<file path="src/rtl/fp8_pkg.sv">
// rtl/fp8_pkg.sv - shared widths, states and helpers for the small fp adder
//
// Purpose: default operand geometry, controller state encoding, special
// operand constants and the mantissa extraction helper.
// Ports: none (package).
package fp8_pkg;

  localparam int DEF_EXP_W  = 4;
  localparam int DEF_FRAC_W = 4;
  localparam int DEF_OP_W   = DEF_EXP_W + DEF_FRAC_W;
  localparam int DEF_MANT_W = DEF_FRAC_W + 1;

  typedef enum logic [2:0] {
    ST_IDLE,
    ST_COMPARE,
    ST_ALIGN,
    ST_ADD,
    ST_NORM,
    ST_DONE
  } fp_state_e;

  localparam logic [DEF_OP_W-1:0] FP_ZERO = '0;
  localparam logic [DEF_OP_W-1:0] FP_SAT  = '1;

  // The all-zeros encoding is exact zero, so it carries no hidden bit.
  function automatic logic [DEF_MANT_W-1:0] mant_of(input logic [DEF_OP_W-1:0] op);
    return {op != FP_ZERO, op[DEF_FRAC_W-1:0]};
  endfunction

endpackage

</file>
<file path="src/rtl/fp_align_shift.sv">
// rtl/fp_align_shift.sv - loadable mantissa right-shifter with down-counter
//
// Purpose: holds the smaller mantissa and shifts it right one bit per cycle
// (zero fill, bits shifted out are dropped) until the counter reaches zero.
// Ports:
//   clk, rst_n  clock, asynchronous active-low reset
//   load        load mant_in/count_in (takes priority over shifting)
//   mant_in     mantissa to align
//   count_in    number of shift steps to perform
//   mant_out    current (partially) aligned mantissa
//   zero_count  counter is at zero or the shift on this edge is the last one
module fp_align_shift #(
  parameter int MANT_W = 5,
  parameter int CNT_W  = 3
) (
  input  logic              clk,
  input  logic              rst_n,
  input  logic              load,
  input  logic [MANT_W-1:0] mant_in,
  input  logic [CNT_W-1:0]  count_in,
  output logic [MANT_W-1:0] mant_out,
  output logic              zero_count
);

  logic [MANT_W-1:0] mant_q;
  logic [CNT_W-1:0]  cnt_q;

  always_ff @(posedge clk or negedge rst_n) begin
    if (!rst_n) begin
      mant_q <= '0;
      cnt_q  <= '0;
    end else if (load) begin
      mant_q <= mant_in;
      cnt_q  <= count_in;
    end else if (cnt_q != '0) begin
      mant_q <= mant_q >> 1;
      cnt_q  <= cnt_q - CNT_W'(1);
    end
  end

  assign mant_out = mant_q;
  // Flags the 1->0 step so the controller can leave ALIGN on that same edge.
  assign zero_count = (cnt_q <= CNT_W'(1));

endmodule

</file>
<file path="src/rtl/fp_add_seq_ctrl.sv">
// rtl/fp_add_seq_ctrl.sv - multi-cycle sequencer for the small fp adder
//
// Purpose: accepts {exp, frac} operands, orders them, aligns the smaller
// mantissa one bit per cycle, adds, normalizes and returns a truncated sum.
// Ports:
//   clk, rst_n          clock, asynchronous active-low reset
//   in_valid/in_ready   operand handshake (ready only in IDLE)
//   a, b                operands {exp, frac}
//   res_valid/res_ready result handshake (valid only in DONE)
//   result              sum {exp, frac}; all-ones when saturated
//   overflow            exponent overflow, qualified by res_valid
//   busy                any state other than IDLE
module fp_add_seq_ctrl
  import fp8_pkg::*;
#(
  parameter int EXP_W  = DEF_EXP_W,
  parameter int FRAC_W = DEF_FRAC_W
) (
  input  logic                    clk,
  input  logic                    rst_n,
  input  logic                    in_valid,
  output logic                    in_ready,
  input  logic [EXP_W+FRAC_W-1:0] a,
  input  logic [EXP_W+FRAC_W-1:0] b,
  output logic                    res_valid,
  input  logic                    res_ready,
  output logic [EXP_W+FRAC_W-1:0] result,
  output logic                    overflow,
  output logic                    busy
);

  localparam int OP_W   = EXP_W + FRAC_W;
  localparam int MANT_W = FRAC_W + 1;
  localparam int CNT_W  = $clog2(MANT_W + 1);

  fp_state_e state_q, state_d;

  logic [OP_W-1:0]   a_q, b_q;
  logic [EXP_W-1:0]  exp_big_q;
  logic [MANT_W-1:0] mant_big_q;
  logic [MANT_W:0]   sum_q;
  logic [OP_W-1:0]   result_q;
  logic              overflow_q;

  logic              a_wins;
  logic [OP_W-1:0]   op_big, op_small;
  logic [EXP_W-1:0]  exp_diff;
  logic [CNT_W-1:0]  align_cnt;
  logic [MANT_W-1:0] mant_small;
  logic              zero_count;

  // Ordering: larger exponent, then larger fraction; a full tie goes to A.
  always_comb begin
    a_wins    = (a_q[OP_W-1:FRAC_W] > b_q[OP_W-1:FRAC_W]) ||
                ((a_q[OP_W-1:FRAC_W] == b_q[OP_W-1:FRAC_W]) &&
                 (a_q[FRAC_W-1:0] >= b_q[FRAC_W-1:0]));
    op_big    = a_wins ? a_q : b_q;
    op_small  = a_wins ? b_q : a_q;
    // A zero smaller operand needs no alignment at all.
    exp_diff  = (op_small == '0) ? '0 : (op_big[OP_W-1:FRAC_W] - op_small[OP_W-1:FRAC_W]);
    // Past MANT_W shifts the mantissa is already zero, so cap the walk.
    if (int'(exp_diff) > MANT_W) align_cnt = CNT_W'(MANT_W);
    else                         align_cnt = CNT_W'(exp_diff);
  end

  fp_align_shift #(
    .MANT_W (MANT_W),
    .CNT_W  (CNT_W)
  ) u_align (
    .clk        (clk),
    .rst_n      (rst_n),
    .load       (state_q == ST_COMPARE),
    .mant_in    (mant_of(op_small)),
    .count_in   (align_cnt),
    .mant_out   (mant_small),
    .zero_count (zero_count)
  );

  always_ff @(posedge clk or negedge rst_n) begin
    if (!rst_n) state_q <= ST_IDLE;
    else        state_q <= state_d;
  end

  always_comb begin
    state_d   = state_q;
    in_ready  = 1'b0;
    res_valid = 1'b0;
    busy      = 1'b1;
    case (state_q)
      ST_IDLE: begin
        in_ready = 1'b1;
        busy     = 1'b0;
        if (in_valid) state_d = ST_COMPARE;
      end
      ST_COMPARE: state_d = (align_cnt == '0) ? ST_ADD : ST_ALIGN;
      ST_ALIGN:   if (zero_count) state_d = ST_ADD;
      ST_ADD:     state_d = ST_NORM;
      ST_NORM:    state_d = ST_DONE;
      ST_DONE: begin
        res_valid = 1'b1;
        if (res_ready) state_d = ST_IDLE;
      end
      default:    state_d = ST_IDLE;
    endcase
  end

  always_ff @(posedge clk or negedge rst_n) begin
    if (!rst_n) begin
      a_q        <= '0;
      b_q        <= '0;
      exp_big_q  <= '0;
      mant_big_q <= '0;
      sum_q      <= '0;
      result_q   <= '0;
      overflow_q <= 1'b0;
    end else begin
      case (state_q)
        ST_IDLE: begin
          if (in_valid) begin
            a_q <= a;
            b_q <= b;
          end
        end
        ST_COMPARE: begin
          exp_big_q  <= op_big[OP_W-1:FRAC_W];
          mant_big_q <= mant_of(op_big);
        end
        ST_ADD: sum_q <= {1'b0, mant_big_q} + {1'b0, mant_small};
        ST_NORM: begin
          if (sum_q[MANT_W]) begin
            if (exp_big_q == '1) begin
              result_q   <= FP_SAT;
              overflow_q <= 1'b1;
            end else begin
              result_q   <= {exp_big_q + EXP_W'(1), sum_q[FRAC_W:1]};
              overflow_q <= 1'b0;
            end
          end else begin
            result_q   <= {exp_big_q, sum_q[FRAC_W-1:0]};
            overflow_q <= 1'b0;
          end
        end
        default: ;
      endcase
    end
  end

  assign result   = result_q;
  assign overflow = overflow_q;

endmodule

</file>
<file path="config.mk">
export PLATFORM = sky130hd
export DESIGN_NAME = fp_add_seq_ctrl
export DESIGN_NICKNAME = d
export VERILOG_FILES = /design/src/rtl/fp8_pkg.sv /design/src/rtl/fp_align_shift.sv /design/src/rtl/fp_add_seq_ctrl.sv
export SDC_FILE = /design/constraint.sdc
export NUM_CORES = 1
export LEC_CHECK = 0
export CAP_MARGIN = 20
export CORE_UTILIZATION = 55
export CTS_CLUSTER_DIAMETER = 40
export DETAILED_ROUTE_END_ITERATION = 10
export PLACE_DENSITY = 0.78
export SETUP_SLACK_MARGIN = 0.15
export SYNTH_ARGS = -nofsm -noshare
export SYNTH_HDL_FRONTEND = slang
export SYNTH_SLANG_ARGS = --single-unit
</file>
<file path="constraint.sdc">
create_clock -name clk -period 3.7 [get_ports clk]
set_input_delay 0.555 -clock clk [delete_from_list [all_inputs] [get_ports clk]]
set_output_delay 0.555 -clock clk [all_outputs]
set_load 0.02 [all_outputs]
</file>
Yosys cells after proc, flatten, opt, wreduce, memory -nomap -nowiden:

Cells that the tools add are included.

* add/subtract/negate cells: 4
* $lt $le $gt $ge: 4
* equality and inequality tests: 10
* mux-type cells: 20
* reduce and logical (&&, ||, !) cells: 11

Operator list (number)
* $mux 8: 4
* $mux 3: 6
* $pmux 3 s6: 1
* $reduce_bool 8->1: 2
* $mux 5: 2
* $logic_not 8->1: 1
* $add 5x5->6: 1
* $eq 3x2->1 const B: 2
* $eq 3x3->1 const B: 2
* $logic_not 3->1: 2
* $mux 1: 6
* $add 4x1->4 const B: 1
* $eq 4x4->1: 1
* $eq 4x4->1 const B: 1
* $ge 4x4->1: 1
* $gt 4x3->1 const B: 1
* $gt 4x4->1: 1
* $mux 4: 1
* $ne 2x2->1 const B: 2
* $sub 4x4->4: 1
* $eq 3x1->1 const B: 1
* $le 3x1->1 const B: 1
* $reduce_and 3->1: 1
* $reduce_bool 3->1: 1
* 6 further kinds: 6

* flip-flop bits (word level): 51
* input port bits: 20
* output and inout port bits: 12
* logic and storage cells: 59

Logic depth before layout (Yosys ltp):

Gate-level depths: netlist (run 1).

* depth after elaboration: 11
* gate-level depth with buffers: 13
* gate-level depth less buffers: 13

By module:

A second synthesis (run 1) with hierarchy kept.

* cell total of the unflattened synthesis: 315
* area total of the unflattened synthesis: 2956.6 um2

By module, submodules not included
* fp_add_seq_ctrl: times used 1, cells an instance 271, area an instance 2468.6 um2, sequential area each 1076.0 um2
* fp_align_shift: times used 1, cells an instance 44, area an instance 488.0 um2, sequential area each 200.2 um2

Worst setup path after synthesis (run 1):

OpenSTA, ideal clock, no wires.

* path kind: register -> register
* start: register a_q[1]
* end: register u_align.cnt_q[0]
* setup time: 134 ps
* arrival time: 2546 ps
* data required time: 3566 ps
* path slack: 1021 ps
* stages on the path, launching flop included: 12
* path buffers: 0
* period minus slack after synthesis: 2679 ps
* path through: dfrtp_1 ha_1 o211ai_2 a21oi_2 a2111oi_4 nor2_4 mux2i_1 ha_1 nor2b_1 mux2_2 o21ai_0 o211ai_1

* longest elaborated chain between the ends: 9

Ends and longest elaborated chain
* start, declared: line fp_add_seq_ctrl.sv:38 `logic [OP_W-1:0] a_q, b_q;`
* start signal, assigned: line fp_add_seq_ctrl.sv:109 `a_q <= '0;`
* start signal, assigned: line fp_add_seq_ctrl.sv:120 `a_q <= a;`
* $ge 4x4->1: line fp_add_seq_ctrl.sv:56 `(a_q[FRAC_W-1:0] >= b_q[FRAC_W-1:0]));`
* $logic_and 1x1->1: line fp_add_seq_ctrl.sv:55 `((a_q[OP_W-1:FRAC_W] == b_q[OP_W-1:FRAC_W]) &&`
* $logic_or 1x1->1: line fp_add_seq_ctrl.sv:54 `a_wins = (a_q[OP_W-1:FRAC_W] > b_q[OP_W-1:FRAC_W]) ||`
* $mux 8, on equally long branches: line fp_add_seq_ctrl.sv:57, fp_add_seq_ctrl.sv:58
* $sub 4x4->4 or $logic_not 8->1 (tied branches): line fp_add_seq_ctrl.sv:60 `exp_diff = (op_small == '0) ? '0 : (op_big[OP_W-1:FRAC_W] - op_small[OP_W-1:FRAC_W]);`
* $mux 4 *: line fp_add_seq_ctrl.sv:60
* $gt 4x3->1: line fp_add_seq_ctrl.sv:62 `if (int'(exp_diff) > MANT_W) align_cnt = CNT_W'(MANT_W);`
* $mux 3 *: line fp_add_seq_ctrl.sv:62
* $mux 3 *: line fp_align_shift.sv:32 `end else if (load) begin`
* end signal, assigned: line fp_align_shift.sv:34 `cnt_q <= count_in;`
* end signal, assigned: line fp_align_shift.sv:37 `cnt_q <= cnt_q - CNT_W'(1);`
* end, declared: line fp_align_shift.sv:26 `logic [CNT_W-1:0] cnt_q;`

Every way passes the cells marked *; elsewhere a longest branch is shown, timed or not.
A chain may end at the register's enable or synchronous reset.

Worst setup path after layout (run 1):

* start: register b_q[3]
* end: register u_align.cnt_q[0]

* longest elaborated chain between the ends: 9

Ends and longest elaborated chain
* start, declared: line fp_add_seq_ctrl.sv:38
* start signal, assigned: line fp_add_seq_ctrl.sv:110 `b_q <= '0;`
* start signal, assigned: line fp_add_seq_ctrl.sv:121 `b_q <= b;`
* $ge 4x4->1: line fp_add_seq_ctrl.sv:56
* $logic_and 1x1->1: line fp_add_seq_ctrl.sv:55
* $logic_or 1x1->1: line fp_add_seq_ctrl.sv:54
* $mux 8, on equally long branches: line fp_add_seq_ctrl.sv:57, fp_add_seq_ctrl.sv:58
* $sub 4x4->4 or $logic_not 8->1 (tied branches): line fp_add_seq_ctrl.sv:60
* $mux 4 *: line fp_add_seq_ctrl.sv:60
* $gt 4x3->1: line fp_add_seq_ctrl.sv:62
* $mux 3 *: line fp_add_seq_ctrl.sv:62
* $mux 3 *: line fp_align_shift.sv:32

Marked as above.

==> results.md, run 1 <==
• completed — result of the run
• 0.227 — combined global-route utilization of all metal layers
• 0 — antenna violations before repair
• 89 — initial detailed-routing violation count
• 0.096 — relative contribution of the clock network to total power
• 0.00128 mm^2 — area taken by flip-flops and latches
• 0.319 GHz — Max Freq
• yes — clock tree from TritonCTS
• reg2reg — critical setup path kind
• 5.72 mm — final WL
• 1.94 mW — Int Pwr
• 31 — Port Buffer Count
• 0.450 — switching power share of the total
• 0 — number of endpoints with negative hold slack in the final report
• 429 — Fillers
• 0.00295 mm^2 — post-synth design cell area
• sky130_fd_sc_hd__dfrtp_1 — dominant synthesized flop cell
• 0 — total grt overflow
• 0 — post-cts resize count
• 0.0884 — share of post-route cells with drive strength above 1
• 0.708 mV — Max rail drop VDD
• 0.588 — Comb pwr share
• 0 — count of flip-flops with a built-in enable after synthesis
• 0.426 — worst relative slew slack
• 9.69 mm — global-route wire length before repair
• 2 — worst-case clock buffer depth
• 0 ns — setup TNS
• 51 — count of state elements after synthesis
• 0 — Residual DRC
• b_q[3]$_DFFE_PN0P_ — launching element of the worst setup path
• 1.00 — Async S/R FF share, synth
• 3.31 ns — Arr. time, crit path
• 1.59 mW — sw power
• 0.0115 ns — Final Skew
• 0 — # diodes
• 4.30 mm — post-detail-place hpwl
• 0.316 — Sequential Power Share
• 1.51 nW — Leakage
• 48 — synth unique cells
• inv_1 > ha_1 > o211ai_2 > a21oi_2 > a2111oi_4 > nor2_4 > mux2i_1 > ha_1 > nor2b_1 > mux2_2 > o21ai_0 > o211ai_1 — worst-path cell chain
• 344 — post-synth net total
• 12 — R2R depth
• 0.00154 mm^2 — Multi-input gate area
• 3.13 ns — minimum clock period
• 0.432 — part of the Yosys area used for sequential elements
• 3.88 ns — Data required, critical path
• 0 — total number of yosys warnings
• sky130_fd_sc_hd__nor2_4 — slowest CP cell
• 2 — maximum level of the CTS H-tree
• 0 — max cap viols
• 0 — setup repair bufs after CTS
• 9.69 um^2 — average instance area after synthesis
• 0.940 — GP Congestion
• 4 — first-pass iteration count of the detailed router
• 0.00567 mm^2 — full die area
• 75.3 um — Die Span Y
• 26 — total number of placement rows
• 0 — post-cts hold buffer count
• 0.575 — starting density of the core
• 0 — count of pins over their slew limit
• 51 — Sinks on Clock Net
• 14.6% — area delta synth->final
• 75.3 um — Die Wd
• 2,145 — via count of the first global-routing pass
• 0.847 — Period Utilization, post-route
• b_q[3]$_DFFE_PN0P_ — startpoint of the most critical register-to-register path
• 2,200 — vias after detailed routing
• 0.861 ns — measured slew at the worst slew-check pin
• in2async — HP Class
• 0.10 ns — clock transition at the register clock pins on the worst setup and hold paths after CTS
• 366 — Net count, final
• 1040 mW/mm^2 — total power per unit cell area
• 3.54 mW — Final Total Pwr
• 5.53 — Via density
• 17 — critical path fanouts, max
• flip-flop — endpoint kind of the worst setup timing path
• flip-flop — critical path launch point type
• 5 — number of CTS-inserted buffers
• 0 — total setup violations reported at the end of the flow
• 30 — largest net degree at the start of global routing
• 32 — top-level I/O count
• 0.49 ns — delay contributed by the slowest stage of the critical path
• 0 — number of nets with antenna violations after detailed routing
• 305 — cells after synthesis
• 14.4 um — wire per inst
• sky130_fd_sc_hd__ha_1 — Crit path top cell by count
• 0.00514 mm^2 — core box area
• false — RSZ-0062 raised after global routing
• sky130_fd_sc_hd__clkbuf_8 — CTS Root Cell
• 0.30 ns — Clock Latency Late Sink
==> critical path: cells and delay by family (launching register included) <==
kind	cells	cell delay (ns)
mux	2	0.60
simple gates	2	0.65
fa+ha+maj	2	0.65
buf+inv	1	0.07
flops	1	0.41
compound gates	5	0.62
==> flip-flops by register name, indices dropped and copies added, names as in the netlist <==
name,cells
overflow,1
exp_big_q,4
a_q,8
u_align.cnt_q,3
sum_q,6
result,8
state_q,3
mant_big_q,5
u_align.mant_out,5
b_q,8
==> synth_stat cells, types with 8 or more instances <==
cell type                  count  area [um^2]
sky130_fd_sc_hd__nor2_1       13         48.8
sky130_fd_sc_hd__inv_1        19         71.3
sky130_fd_sc_hd__clkbuf_1     14         52.6
sky130_fd_sc_hd__mux2_2       11          124
sky130_fd_sc_hd__o21ai_0      26          130
sky130_fd_sc_hd__o211ai_1      8         60.1
sky130_fd_sc_hd__ha_1         18          225
sky130_fd_sc_hd__nor2b_1       8         50.1
sky130_fd_sc_hd__dfrtp_1      51         1280
sky130_fd_sc_hd__a21oi_1      13         65.1
sky130_fd_sc_hd__nand2_1      46          173
sky130_fd_sc_hd__mux2i_1      19          190
==> cell usage in the layout (no fill, tap or decap), drive strengths merged, types with 2 or more instances in the layout <==
master          n
or3b            2
xnor2           4
ha             18
xor2            3
a21o            2
or3             4
a21oi          14
o21a            2
and3            2
and2            2
o2bb2ai         2
a211oi          4
o21ai          26
buf             2
dfrtp          51
mux2i          20
nand2          46
clkbuf          6
o211ai          9
nor2b           8
nand4           3
nor2           14
nor4            4
mux2           11
clkdlybuf4s50  30
inv            19
nand3b          2
==> kinds of logic after synthesis <==
kind of cell               share of synthesized area
xor gates and xnor gates                      0.0208
and+or+nand+nor                                0.153
adders and majority gates                     0.0830
AOI/OAI and AO/OA                              0.153
muxes                                          0.111
buffers and inverters                         0.0470
DFF                                            0.432
==> path summary, 6_finish.rpt <==
check,endpoint,slack [ns]
setup / recovery,u_align.cnt_q[0]$_DFFE_PN0P_,0.57
hold reg to reg,overflow$_DFFE_PN0P_,0.48
max in group asynchronous,mant_big_q[3]$_DFFE_PN0P_,2.73
setup reg to reg,u_align.cnt_q[0]$_DFFE_PN0P_,0.57
hold / removal,overflow$_DFFE_PN0P_,0.21
min in group clk,overflow$_DFFE_PN0P_,0.48
==> metrics by stage <==
| stage | utilization | hold slack [ns] | instance area [um^2] | instances | setup WS, ns |
|---|---|---|---|---|---|
| floorplan | - | 0.259 | 2950 | 305 | 1.02 |
| detailed placement | 0.639 | 0.463 | 3290 | 390 | 0.597 |
| global route | 0.659 | 0.235 | 3390 | 398 | 0.355 |
| global placement | 0.639 | 0.462 | 3290 | 390 | 0.672 |
| CTS | 0.659 | 0.222 | 3390 | 398 | 0.584 |
| finish | 0.659 | 0.206 | 3390 | 398 | 0.566 |
==> power groups by stage <==
stage / combinational [mW] / sequential [mW] / clock (mW)
after floorplan: 1.67 / 1.04 / 0
after global placement: 2.02 / 1.11 / 0
after detailed placement: 2.07 / 1.12 / 0
after CTS: 2.09 / 1.12 / 0.349
after global routing: 2.33 / 1.17 / 0.370
final: 2.08 / 1.12 / 0.340
==> routing by layer <==
layer,vias to the layer above,share of wire,GRT usage
li1,1107,-,-
met1,1045,0.47,0.303
met2,40,0.50,0.382
met3,8,0.030,0.0402
met4,0,0.0086,0.0638
met5,-,0,0
==> final cells by class <==
cell class / instances / area share
clock buffer: 6 / 0.0244
inverter: 19 / 0.0211
timing repair buffer: 32 / 0.0924
multi-input combinational: 218 / 0.455
clock inverter: 2 / 0.00480
tap: 70 / 0.0259
sequential: 51 / 0.377
Note: power is estimated with default switching activity, not from simulation.
==> run 2, diff against run 1 <==
Clock period 3.7 ns to 3.1 ns, I/O delays scaled along.
==> results.md, run 2 (synthesis results as in run 1) <==
• 31 — Port Buffer Count, unchanged
• 0.125 — share of post-route cells with drive strength above 1, +0.0362
• 0.00514 mm^2 — core box area, unchanged
• in2async — HP Class
• 1330 mW/mm^2 — total power per unit cell area, +27%
• 375 — Net count, final, +2.5%
• sky130_fd_sc_hd__clkbuf_8 — CTS Root Cell
• 5.51 — Via density, -0.39%
• 19.5% — area delta synth->final
• false — RSZ-0062 raised after global routing
• sky130_fd_sc_hd__dfrtp_1 — most common cell after layout, fill and taps aside
• sky130_fd_sc_hd__dfrtp_1 (51), sky130_fd_sc_hd__nand2_1 (46), sky130_fd_sc_hd__clkdlybuf4s50_1 (30) — commonest cells after routing, fill and taps aside
• yes — clock tree from TritonCTS
• 0 — max cap viols, unchanged
• 0.905 — Period Utilization, post-route, +0.0581
• 0 — total grt overflow, unchanged
• 0 — number of nets with antenna violations after detailed routing, unchanged
• 75.3 um — Die Wd, unchanged
• 26 — total number of placement rows, unchanged
• 51 — Sinks on Clock Net, unchanged
• 0.575 — starting density of the core, unchanged
• 2,139 — via count of the first global-routing pass, -0.28%
• 0.09 ns — clock transition at the register clock pins on the worst setup and hold paths after CTS, about the same
• 0.00567 mm^2 — full die area, unchanged
• 0 — Residual DRC, unchanged
• 4.48 mm — post-detail-place hpwl, +4.2%
• 0.30 ns — Clock Latency Late Sink, about the same
• flip-flop — critical path launch point type
• 0.356 GHz — Max Freq, +12%
• 0 — # diodes, unchanged
• 32 — top-level I/O count, unchanged
• completed — result of the run
• 2 — maximum level of the CTS H-tree, unchanged
• 0.238 — combined global-route utilization of all metal layers, +0.0105
• 0 — number of endpoints with negative hold slack in the final report, unchanged
• 6 — critical path fanouts, max, -11
• 0 — post-cts hold buffer count, unchanged
• reg2reg — critical setup path kind
• 6.09 mm — final WL, +6.5%
• 417 — Fillers, -2.8%
• 75.3 um — Die Span Y, unchanged
• 0 — antenna violations before repair, unchanged
• 0.943 mV — Max rail drop VDD, +33%
• 29 — largest net degree at the start of global routing, -3.3%
• 103 — initial detailed-routing violation count, +16%
• 0.125 ns — Worst Hold Slack, -0.0817 ns
• 3.00 ns — Arr. time, crit path, -0.31 ns
• 0 — total setup violations reported at the end of the flow, unchanged
• 9.96 mm — global-route wire length before repair, +2.8%
• 0 ns — setup TNS, unchanged
• 0.448 — worst relative slew slack, +0.0225
• 2 — worst-case clock buffer depth, unchanged
• 0 — count of pins over their slew limit, unchanged
• 1.57 nW — Leakage, +4.0%
• flip-flop — endpoint kind of the worst setup timing path
• 2,241 — vias after detailed routing, +1.9%
• 3.30 ns — Data required, critical path, -0.58 ns
• 5 — number of CTS-inserted buffers, unchanged
• 4 — first-pass iteration count of the detailed router, unchanged
• 0.896 — GP Congestion, -4.7%
• 15.0 um — wire per inst, +4.1%
• 0.826 ns — measured slew at the worst slew-check pin, -0.0354 ns
• 2.81 ns — minimum clock period, -0.328 ns
• 0.00540 ns — Final Skew, -0.00609 ns
-- run 2: area by class of cell --
| cell class | count | area (um^2) | share of cell area |
|---|---|---|---|
| clock buffer | 6 | 82.6 | 0.0234 |
| timing repair buffer | 41 | 380 | 0.108 |
| multi-input combinational | 218 | 1600 | 0.453 |
| clock inverter | 2 | 35.0 | 0.00992 |
| sequential | 51 | 1280 | 0.361 |
| inverter | 19 | 71.3 | 0.0202 |
| tap | 70 | 87.6 | 0.0248 |
-- run 2: metal layers --
layer  wire length (um)  GRT usage  up-vias
met1               2680      0.298     1058
met2               3150      0.426       47
met4                 76     0.0576        0
met3                178     0.0415        8
met5                  0          0        -
li1                   -          -     1128
-- run 2: path summary, 6_finish.rpt --
| kind | from | to | slack [ns] | cells past startpoint |
|---|---|---|---|---|
| worst max-delay path | a_q[1]$_DFFE_PN0P_ | u_align.cnt_q[1]$_DFFE_PN0P_ | 0.29 | 10 |
| worst min-delay path | rst_n | result[7]$_DFFE_PN0P_ | 0.12 | 1 |
| worst max register to register | a_q[1]$_DFFE_PN0P_ | u_align.cnt_q[1]$_DFFE_PN0P_ | 0.29 | 10 |
| worst min register to register | overflow$_DFFE_PN0P_ | overflow$_DFFE_PN0P_ | 0.48 | 2 |
| max in group asynchronous | rst_n | result[3]$_DFFE_PN0P_ | 2.21 | 2 |
| min in group clk | overflow$_DFFE_PN0P_ | overflow$_DFFE_PN0P_ | 0.48 | 2 |
-- run 2: worst max-delay path, cell delays in order (launching register included) --
cell,delay (ns)
sky130_fd_sc_hd__dfrtp_1,0.43
sky130_fd_sc_hd__ha_1,0.31
sky130_fd_sc_hd__o211ai_2,0.15
sky130_fd_sc_hd__a21oi_2,0.06
sky130_fd_sc_hd__a2111oi_4,0.40
sky130_fd_sc_hd__nor2_4,0.12
sky130_fd_sc_hd__mux2i_4,0.23
sky130_fd_sc_hd__ha_4,0.18
sky130_fd_sc_hd__o21a_1,0.18
sky130_fd_sc_hd__or3b_4,0.38
sky130_fd_sc_hd__a41o_1,0.25
-- run 2: power by group --
part	switching (mW)	internal [mW]	leakage [nW]
combinational	1.48	1.41	0.883
sequential	0.338	0.986	0.630
clock	0.219	0.261	0.0612
total	2.04	2.66	1.57
-- run 2: metrics by stage --
step | std cells | utilization | total power, mW | setup slack (ns) | instance area, um^2
floorplan | 305 | - | 3.24 | 0.421 | 2950
global placement | 393 | 0.644 | 3.79 | 0.306 | 3310
detailed placement | 393 | 0.644 | 3.88 | 0.218 | 3310
CTS | 401 | 0.667 | 4.38 | 0.158 | 3430
global route | 407 | 0.687 | 5.11 | 0.140 | 3530
finish | 407 | 0.687 | 4.69 | 0.294 | 3530
-- run 2: what timing repair did --
| action | in CTS | in global routing |
|---|---|---|
| hold endpoints to repair | 0 | 0 |
| setup buffers | 0 | 6 |
| endpoints found under the setup margin | 0 | 4 |
| resized for setup | 0 | 7 |
==> run 3, diff against run 2 <==
Settings changed: CORE_UTILIZATION 55 to 30, PLACE_DENSITY 0.78 to unset.
==> results.md, run 3 (synthesis results as in run 1) <==
• 11 — R2R depth, +1
• flip-flop — critical path launch point type
• in2async — HP Class
• 0.28 ns — flop2flop setup slack, -0.02 ns
• 0 — # diodes, unchanged
• 35 — largest net degree at the start of global routing, +21%
• 53 — initial detailed-routing violation count, -49%
• 4 — first-pass iteration count of the detailed router, unchanged
• sky130_fd_sc_hd__dfrtp_1 (49), sky130_fd_sc_hd__nand2_1 (46), sky130_fd_sc_hd__clkdlybuf4s50_1 (30) — commonest cells after routing, fill and taps aside
• 0 — number of nets with antenna violations after detailed routing, unchanged
• 3.28 ns — Data required, critical path, -0.02 ns
• 101 um — Die Span Y, +34%
• 2 — maximum level of the CTS H-tree, unchanged
• b_q[6]$_DFFE_PN0P_ — startpoint of the most critical register-to-register path
• 31 — Port Buffer Count, unchanged
• 1 — Bufs and invs on worst path, +1
• 0.315 — starting density of the core, -0.260
• 4.77 — Via density, -13%
• 0.828 — GP Congestion, -7.5%
• u_align.cnt_q[0]$_DFFE_PN0P_ — Worst R2R End
• sky130_fd_sc_hd__dfrtp_1 — most common cell after layout, fill and taps aside
• 0.00784 ns — Final Skew, +0.00244 ns
• 0 — number of endpoints with negative hold slack in the final report, unchanged
• 0.122 — share of post-route cells with drive strength above 1, -0.00224
• 1.55 nW — Leakage, -1.7%
• 2,187 — via count of the first global-routing pass, +2.2%
• 0.10 ns — clock transition at the register clock pins on the worst setup and hold paths after CTS, about the same
• reg2reg — critical setup path kind
• 32 — top-level I/O count, unchanged
• 0.354 GHz — Max Freq, -0.56%
• 35 — total number of placement rows, +35%
• 4.44 mW — Final Total Pwr, -5.4%
• 0 — total setup violations reported at the end of the flow, unchanged
• 11 — Levels on crit path, +1
• 20.5% — area delta synth->final
• inv_1 > ha_4 > nand3b_1 > a2111oi_4 > nor2_4 > mux2i_4 > ha_1 > nor2b_1 > mux2_2 > o21ai_0 > o211ai_1 — worst-path cell chain
• 3.01 ns — Arr. time, crit path, about the same
• 51 — Sinks on Clock Net, unchanged
• 0 — antenna violations before repair, unchanged
• b_q[6]$_DFFE_PN0P_ — launching element of the worst setup path
• 4.46 mm — post-detail-place hpwl, -0.65%
• u_align.cnt_q[0]$_DFFE_PN0P_ — Setup crit end
• 6.01 mm — final WL, -1.3%
• flip-flop — endpoint kind of the worst setup timing path
• 0 — max cap viols, unchanged
• 0 — total grt overflow, unchanged
• 2.82 ns — minimum clock period, +0.0159 ns
• 0.439 — worst relative slew slack, -0.00952
• 0.840 ns — measured slew at the worst slew-check pin, +0.0143 ns
• 9 — critical path fanouts, max, +3
• 12.9 um — wire per inst, -13%
• 1250 mW/mm^2 — total power per unit cell area, -6.2%
• completed — result of the run
• 0 ns — setup TNS, unchanged
• 10.2 mm — global-route wire length before repair, +2.3%
• false — RSZ-0062 raised after global routing
• 2,213 — vias after detailed routing, -1.2%
• sky130_fd_sc_hd__a2111oi_4 — slowest CP cell
• 0.125 — combined global-route utilization of all metal layers, -0.113
• 5 — number of CTS-inserted buffers, unchanged
• 0 — Residual DRC, unchanged
• adder cells — family of cells with the greatest summed delay on the critical path
• 101 um — Die Wd, +34%
• 0.910 — Period Utilization, post-route, +0.00512
• 0.00937 mm^2 — core box area, +82%
• 0 — count of pins over their slew limit, unchanged
• 0.0102 mm^2 — full die area, +81%
• 452 — Inst Count DP, +15%
• sky130_fd_sc_hd__clkbuf_8 — CTS Root Cell
• 0.659 mV — Max rail drop VDD, -30%
• 464 — Finished Layout Cells, +14%
• 0.41 ns — delay contributed by the slowest stage of the critical path, -0.02 ns
• 0.31 ns — Clock Latency Late Sink, about the same
• yes — clock tree from TritonCTS
• 2 — worst-case clock buffer depth, unchanged
• 373 — Net count, final, -0.53%
==> run 3: cell count changes in the layout (fill, tap and decap cells not counted), sizes merged <==
cell and change:
buf -2, bufinv -1, clkinvlp +1
==> run 3: worst min-delay path by stage <==
stage	startpoint	endpoint	slack, ns	depth (start not counted)
after floorplan	rst_n	a_q[0]$_DFFE_PN0P_	0.17	0
after global placement	overflow$_DFFE_PN0P_	overflow$_DFFE_PN0P_	0.46	2
after detailed placement	overflow$_DFFE_PN0P_	overflow$_DFFE_PN0P_	0.46	2
after CTS	rst_n	result[1]$_DFFE_PN0P_	0.25	1
after global routing	rst_n	overflow$_DFFE_PN0P_	0.27	1
final	rst_n	result[1]$_DFFE_PN0P_	0.22	1
==> run 3: report_power, final <==
part           internal, mW  switching [mW]  leakage [nW]
Sequential            0.989           0.326         0.628
Clock                 0.183           0.234        0.0474
Combinational          1.29            1.42         0.873
Total                  2.46            1.98          1.55
==> run 3: worst register-to-register path, delay by kind of cell, from the launching register on <==
family	cells	cell delay, ns
adder cells (fa/ha/maj)	2	0.68
AO/OA/AOI/OAI	3	0.67
buffers and inverters	1	0.10
AND/OR/NAND/NOR	3	0.40
flip-flops	1	0.40
multiplexers	2	0.47
==> run 3: area by class of cell <==
type	count	area [um^2]
fillers	999	5810
repair buffers	39	365
clock inverters	2	16.3
inverters	19	71.3
flip-flops and latches	51	1280
multi-input cells	218	1590
well taps	129	161
clock buffers	6	82.6
==> run 3: stage by stage <==
step                hold WS [ns]  worst slack [ns]  cell area [um^2]   util
floorplan                  0.169             0.421              2950      -
global placement           0.461             0.278              3380  0.361
detailed placement         0.464             0.235              3380  0.361
CTS                        0.248             0.217              3480  0.372
global route               0.275             0.125              3560  0.380
finish                     0.217             0.278              3560  0.380
==> run 3: what timing repair did <==
| item | in CTS | in global routing |
|---|---|---|
| hold buffers | 0 | 0 |
| setup buffers | 0 | 4 |
| endpoints found under the setup margin | 0 | 3 |
| resized for setup | 0 | 8 |
==> run 3: layer usage <==
| layer | share of wire | global-route usage | vias up |
|---|---|---|---|
| met5 | 0 | 0 | - |
| met4 | 0.0025 | 0.0234 | 0 |
| met3 | 0.032 | 0.0255 | 2 |
| met2 | 0.47 | 0.208 | 32 |
| met1 | 0.50 | 0.168 | 1055 |
| li1 | - | - | 1124 |
